`src/rtl/serial_tx_pkg.sv`:
```
// Shared state encoding and line levels for the framed serial transmitter.
package serial_tx_pkg;

   typedef enum logic [2:0] {
      ST_IDLE   = 3'd0,
      ST_START  = 3'd1,
      ST_DATA   = 3'd2,
      ST_PARITY = 3'd3,
      ST_STOP   = 3'd4
   } tx_state_e;

   localparam logic IDLE_LVL  = 1'b1;
   localparam logic START_LVL = 1'b0;
   localparam logic STOP_LVL  = 1'b1;

endpackage

```
`src/rtl/serial_tx_baud.sv`:
```
// Bit-period counter: counts 0..DIV-1 and wraps, ticks bit_end_o on the last clock of each bit.
// last_next_o flags that the following cycle will be the last clock of a bit.
module serial_tx_baud #(
   parameter int DIV = 10
) (
   input  logic clk,
   input  logic reset,
   input  logic clr_i,
   output logic bit_end_o,
   output logic last_next_o
);

   localparam int CW = (DIV > 1) ? $clog2(DIV) : 1;
   localparam logic [CW-1:0] LAST = CW'(DIV - 1);

   logic [CW-1:0] cnt_q, cnt_d;

   always_comb begin
      cnt_d = cnt_q;
      if (clr_i || (cnt_q == LAST)) begin
         cnt_d = '0;
      end else begin
         cnt_d = cnt_q + 1'b1;
      end
   end

   always_ff @(posedge clk) begin
      if (reset) begin
         cnt_q <= '0;
      end else begin
         cnt_q <= cnt_d;
      end
   end

   assign bit_end_o   = (cnt_q == LAST) & ~clr_i;
   assign last_next_o = (cnt_d == LAST);

endmodule

```
`src/rtl/serial_word_tx.sv`:
```
// LSB-first framed serial transmitter: start, N data bits, optional even parity, stop; DIV clocks per bit.
// One word per frame, accepted only in IDLE; SERIAL_WORD_TX_PARITY_EN inserts the parity bit.
module serial_word_tx
   import serial_tx_pkg::*;
#(
   parameter int N   = 4,
   parameter int DIV = 10
) (
   input  logic         clk,
   input  logic         reset,
   input  logic [N-1:0] din,
   input  logic         load_valid,
   output logic         load_ready,
   output logic         dout,
   output logic         busy,
   output logic         done
);

   localparam int BW = $clog2(N) + 1;
   localparam logic [BW-1:0] LAST_BIT = BW'(N - 1);

   tx_state_e     state_q, state_d;
   logic [N-1:0]  shift_q, shift_d;
   logic [BW-1:0] bit_cnt_q, bit_cnt_d;
   logic          dout_q, dout_d;
   logic          busy_q, busy_d;
   logic          done_q, done_d;
   logic          bit_end;
   logic          last_next;
`ifdef SERIAL_WORD_TX_PARITY_EN
   logic          par_q, par_d;
`endif

   serial_tx_baud #(
      .DIV (DIV)
   ) u_baud (
      .clk         (clk),
      .reset       (reset),
      .clr_i       (state_q == ST_IDLE),
      .bit_end_o   (bit_end),
      .last_next_o (last_next)
   );

   always_comb begin
      state_d   = state_q;
      shift_d   = shift_q;
      bit_cnt_d = bit_cnt_q;
`ifdef SERIAL_WORD_TX_PARITY_EN
      par_d     = par_q;
`endif
      case (state_q)
         ST_IDLE: begin
            if (load_valid) begin
               shift_d   = din;
               bit_cnt_d = '0;
`ifdef SERIAL_WORD_TX_PARITY_EN
               par_d     = ^din;
`endif
               state_d   = ST_START;
            end
         end
         ST_START: begin
            if (bit_end) state_d = ST_DATA;
         end
         ST_DATA: begin
            if (bit_end) begin
               shift_d   = {1'b0, shift_q[N-1:1]};
               bit_cnt_d = bit_cnt_q + 1'b1;
               if (bit_cnt_q == LAST_BIT) begin
`ifdef SERIAL_WORD_TX_PARITY_EN
                  state_d = ST_PARITY;
`else
                  state_d = ST_STOP;
`endif
               end
            end
         end
`ifdef SERIAL_WORD_TX_PARITY_EN
         ST_PARITY: begin
            if (bit_end) state_d = ST_STOP;
         end
`endif
         ST_STOP: begin
            if (bit_end) state_d = ST_IDLE;
         end
         default: state_d = ST_IDLE;
      endcase

      // Outputs are registered, so they are decoded from the upcoming state.
      case (state_d)
         ST_START:  dout_d = START_LVL;
         ST_DATA:   dout_d = shift_d[0];
`ifdef SERIAL_WORD_TX_PARITY_EN
         ST_PARITY: dout_d = par_d;
`endif
         ST_STOP:   dout_d = STOP_LVL;
         default:   dout_d = IDLE_LVL;
      endcase
      busy_d = (state_d != ST_IDLE);
      done_d = (state_d == ST_STOP) && last_next;
   end

   always_ff @(posedge clk) begin
      if (reset) begin
         state_q   <= ST_IDLE;
         shift_q   <= '0;
         bit_cnt_q <= '0;
         dout_q    <= IDLE_LVL;
         busy_q    <= 1'b0;
         done_q    <= 1'b0;
`ifdef SERIAL_WORD_TX_PARITY_EN
         par_q     <= 1'b0;
`endif
      end else begin
         state_q   <= state_d;
         shift_q   <= shift_d;
         bit_cnt_q <= bit_cnt_d;
         dout_q    <= dout_d;
         busy_q    <= busy_d;
         done_q    <= done_d;
`ifdef SERIAL_WORD_TX_PARITY_EN
         par_q     <= par_d;
`endif
      end
   end

   assign load_ready = (state_q == ST_IDLE);
   assign dout       = dout_q;
   assign busy       = busy_q;
   assign done       = done_q;

endmodule
```
`config.mk`:
```
export PLATFORM = sky130hd
export DESIGN_NAME = serial_word_tx
export DESIGN_NICKNAME = d
export VERILOG_FILES = /design/src/rtl/serial_tx_pkg.sv /design/src/rtl/serial_tx_baud.sv /design/src/rtl/serial_word_tx.sv
export SDC_FILE = /design/constraint.sdc
export NUM_CORES = 1
export LEC_CHECK = 0
export BUFFER_PORTS_ARGS = -buffer_cell sky130_fd_sc_hd__buf_4
export CAP_MARGIN = 20
export CELL_PAD_IN_SITES_DETAIL_PLACEMENT = 1
export CELL_PAD_IN_SITES_GLOBAL_PLACEMENT = 1
export CORE_UTILIZATION = 41
export DETAILED_ROUTE_END_ITERATION = 16
export PLACE_DENSITY = 0.84
export SLEW_MARGIN = 20
export SYNTH_ARGS = -nofsm -noshare
export SYNTH_HDL_FRONTEND = slang
export SYNTH_SLANG_ARGS = --single-unit
```
`constraint.sdc`:
```
create_clock -name clk -period 2.3 [get_ports clk]
set_clock_uncertainty 0.2 [all_clocks]
set_input_delay 0 -clock clk [delete_from_list [all_inputs] [get_ports clk]]
set_output_delay 0 -clock clk [all_outputs]
set_load 0.01 [all_outputs]
```
==> impl_metrics.env <==
export IMPL_r2r_slack_ns=0.35
export IMPL_ios=11
export IMPL_drv_cap=0
export IMPL_critPathMaxFanout=11
export IMPL_cellPowerDensity_nw_per_um2=561
export IMPL_drive_gt1_share_pct=16.3
export IMPL_portBuffers=10
export IMPL_rsz0062_at_grt="no"
export IMPL_clk_path_buf_depth=2
export IMPL_tns_ns=0
export IMPL_crit_type="reg2reg"
export IMPL_cts_hold_buf=7
export IMPL_fin_hold_ws_ns=0.268
export IMPL_hold_violations=0
export IMPL_die_w_um=45.1
export IMPL_clk_latency_ns=0.28
export IMPL_synth_most_common_cell="dfxtp_1"
export IMPL_reg2reg_depth=6
export IMPL_die_area_um2=2030
export IMPL_finalCritPeriodShare_pct=84.9
export IMPL_htreeDepth=1
export IMPL_min_from="bit_cnt_q[1]"
export IMPL_grt_max_degree=13
export IMPL_gp_congestion=0.745
export IMPL_cts_tree="done"
export IMPL_post_cts_resized=0
export IMPL_antenna_found_initial=0
export IMPL_seq_area_um2=340
export IMPL_grt_pass1_vias=579
export IMPL_yosys_register_bits=17
export IMPL_n_antenna_cell=0
export IMPL_row_count=15
export IMPL_clock_sinks=17
export IMPL_ys_types=34
export IMPL_min_period_ns=1.95
export IMPL_area_delta_synth_final_pct=24.7
export IMPL_synth_cells=79
export IMPL_synth_flop_cell="dfxtp_1"
export IMPL_drc_errors=0
export IMPL_grt_pass1_wl_um=2620
export IMPL_numCtsBuffers=3
export IMPL_num_vias=648
export IMPL_syn_area_um2=761
export IMPL_relSlewSlack_pct=67.3
export IMPL_synth_top_area_cell="dfxtp_1"
export IMPL_routedWlPerCell_um=13.4
export IMPL_r2r_end="dout"
export IMPL_fin_nets=110
export IMPL_crit_arrival_ns=1.94
export IMPL_synth_area_top_cells="dfxtp_1 (45%), ha_1 (6.6%), a21oi_1 (4.6%)"
export IMPL_vias_per_cell=5.27
export IMPL_hold_class="reg2reg"
export IMPL_synth_top_area_share_pct=44.7
export IMPL_status="finished, final reports clean"
export IMPL_multi_input_area_um2=390
export IMPL_totalWireLength_um=1650
export IMPL_final_antenna_net_count=0
export IMPL_critPathCaptureType="flip-flop"
export IMPL_cts_setup_buffers=0
export IMPL_required_ns=2.28
export IMPL_synth_nets=90
export IMPL_r2r_start="u_baud.cnt_q[1]"
export IMPL_die_y_um=45.1
export IMPL_setup_viol=0
export IMPL_cts_root_buffer="clkbuf_4"
export IMPL_yosys_warnings=0
export IMPL_path_clk_slew_ns=0.10
export IMPL_track_usage_pct=18.3
export IMPL_slew_violations=0
export IMPL_start_util_pct=44.1
export IMPL_fmax_ghz=0.512
export IMPL_synth_top_cells_by_count="dfxtp_1 (17), a21oi_1 (7), nand2_1 (7), nor2_1 (7)"
export IMPL_nFillCells=215
export IMPL_drt_iter0_drc=10
export IMPL_place_hpwl_um=1170
export IMPL_synth_edf_count=0
export IMPL_core_area_um2=1730
export IMPL_vdd_drop_max_mv=0.344
export IMPL_tightest_slew_ns=0.486
export IMPL_hold_depth=2
export IMPL_drtPass1Iterations=4
export IMPL_holdPathEnd="bit_cnt_q[1]"
export IMPL_critical_path_startpoint_type="flip-flop"
export IMPL_yosysSeqAreaShare_pct=44.7
export IMPL_async_reset_ff_share_pct=0
export IMPL_leakage_nw=0.392
export IMPL_gr_total_overflow=0
export IMPL_avgSynthCellArea_um2=9.63
state kept, by name, summed over array words and instances (netlist names):
name and flops:
dout 1, busy 1, done 1, u_baud.cnt_q 4, state_q 3, shift_q 4
bit_cnt_q 3
worst max path at each step:
stage	from	endpoint	slack, ns	cells past startpoint
global placement	u_baud.cnt_q[1]	dout	0.38	6
CTS	state_q[1]	shift_q[3]	0.35	4
detailed placement	u_baud.cnt_q[1]	dout	0.37	6
global route	state_q[0]	shift_q[3]	0.27	4
finish	u_baud.cnt_q[1]	dout	0.35	6
floorplan	u_baud.cnt_q[1]	dout	0.44	7
placed cells by master (no fill, tap or decap):
master / netlist / final
dfxtp_1: 17 / 17
buf_4: 0 / 10
nand2_1: 7 / 7
a21oi_1: 7 / 7
nor2_1: 7 / 7
dlygate4sd3_1: 0 / 7
inv_1: 4 / 4
ha_1: 4 / 4
clkbuf_4: 0 / 3
nor3_1: 2 / 2
a211o_1: 2 / 2
nand3_1: 2 / 2
a22oi_1: 2 / 2
nor2b_1: 2 / 2
nor3b_2: 1 / 1
and3b_1: 1 / 1
nor4b_4: 1 / 1
a21oi_2: 1 / 1
or3b_1: 1 / 1
and3_1: 1 / 1
a221o_1: 1 / 1
o21ai_0: 1 / 1
a21o_1: 1 / 1
and4b_1: 1 / 1
nor3b_1: 1 / 1
o21ai_1: 1 / 1
xor2_1: 1 / 1
xnor2_1: 1 / 1
nand4b_1: 1 / 1
or3_1: 1 / 1
or4b_1: 1 / 1
and2_1: 1 / 1
o211ai_1: 1 / 1
mux2i_1: 1 / 1
nand3b_1: 1 / 1
clkbuf_1: 1 / 1
cells by family after synthesis:
family	synth area share, %
buffers and inverters	3.95
adders and majority gates	6.58
AOI/OAI and AO/OA	14.6
DFF	44.7
muxes	1.32
and+or+nand+nor	26.5
xor gates and xnor gates	2.30
worst max-delay path, cell delays in order, from the launching register on:
cell	delay (ns)
dfxtp_1	0.37
inv_1	0.06
ha_1	0.16
and3b_1	0.29
a211o_1	0.34
a211o_1	0.27
a21o_1	0.16
per-layer routing:
layer,share of wire (%),vias up,routed length (µm),track usage [%]
li1,-,320,-,-
met1,47,317,776,25.6
met2,50,9,815,27.5
met3,1.8,2,29,3.60
met4,1.5,0,24,7.27
met5,0,-,0,0
power breakdown:
part,total [W],internal (W),switching (W),leakage (nW)
clock,0.000157,0.0000672,0.0000899,0.0150
combinational,0.0000635,0.0000345,0.0000289,0.238
sequential,0.000312,0.000304,0.00000789,0.139
cell type report:
type / count / share of cell area [%]
Tap cell: 25 / 3.30
Timing Repair Buffer: 17 / 15.3
Multi-Input combinational cell: 56 / 41.2
Inverter: 4 / 1.58
Clock buffer: 4 / 2.77
Sequential cell: 17 / 35.9
metrics by stage:
stage	cells	utilization, %	worst slack, ns	total power (W)	instance area [µm²]
detailed placement	112	49.3	0.375	0.000372	852
finish	123	54.9	0.348	0.000532	948
CTS	123	54.9	0.355	0.000538	948
global route	123	54.9	0.270	0.000561	948
floorplan	79	-	0.438	0.000348	761
global placement	112	49.3	0.383	0.000370	852
Power figures use the tool's default switching activity.
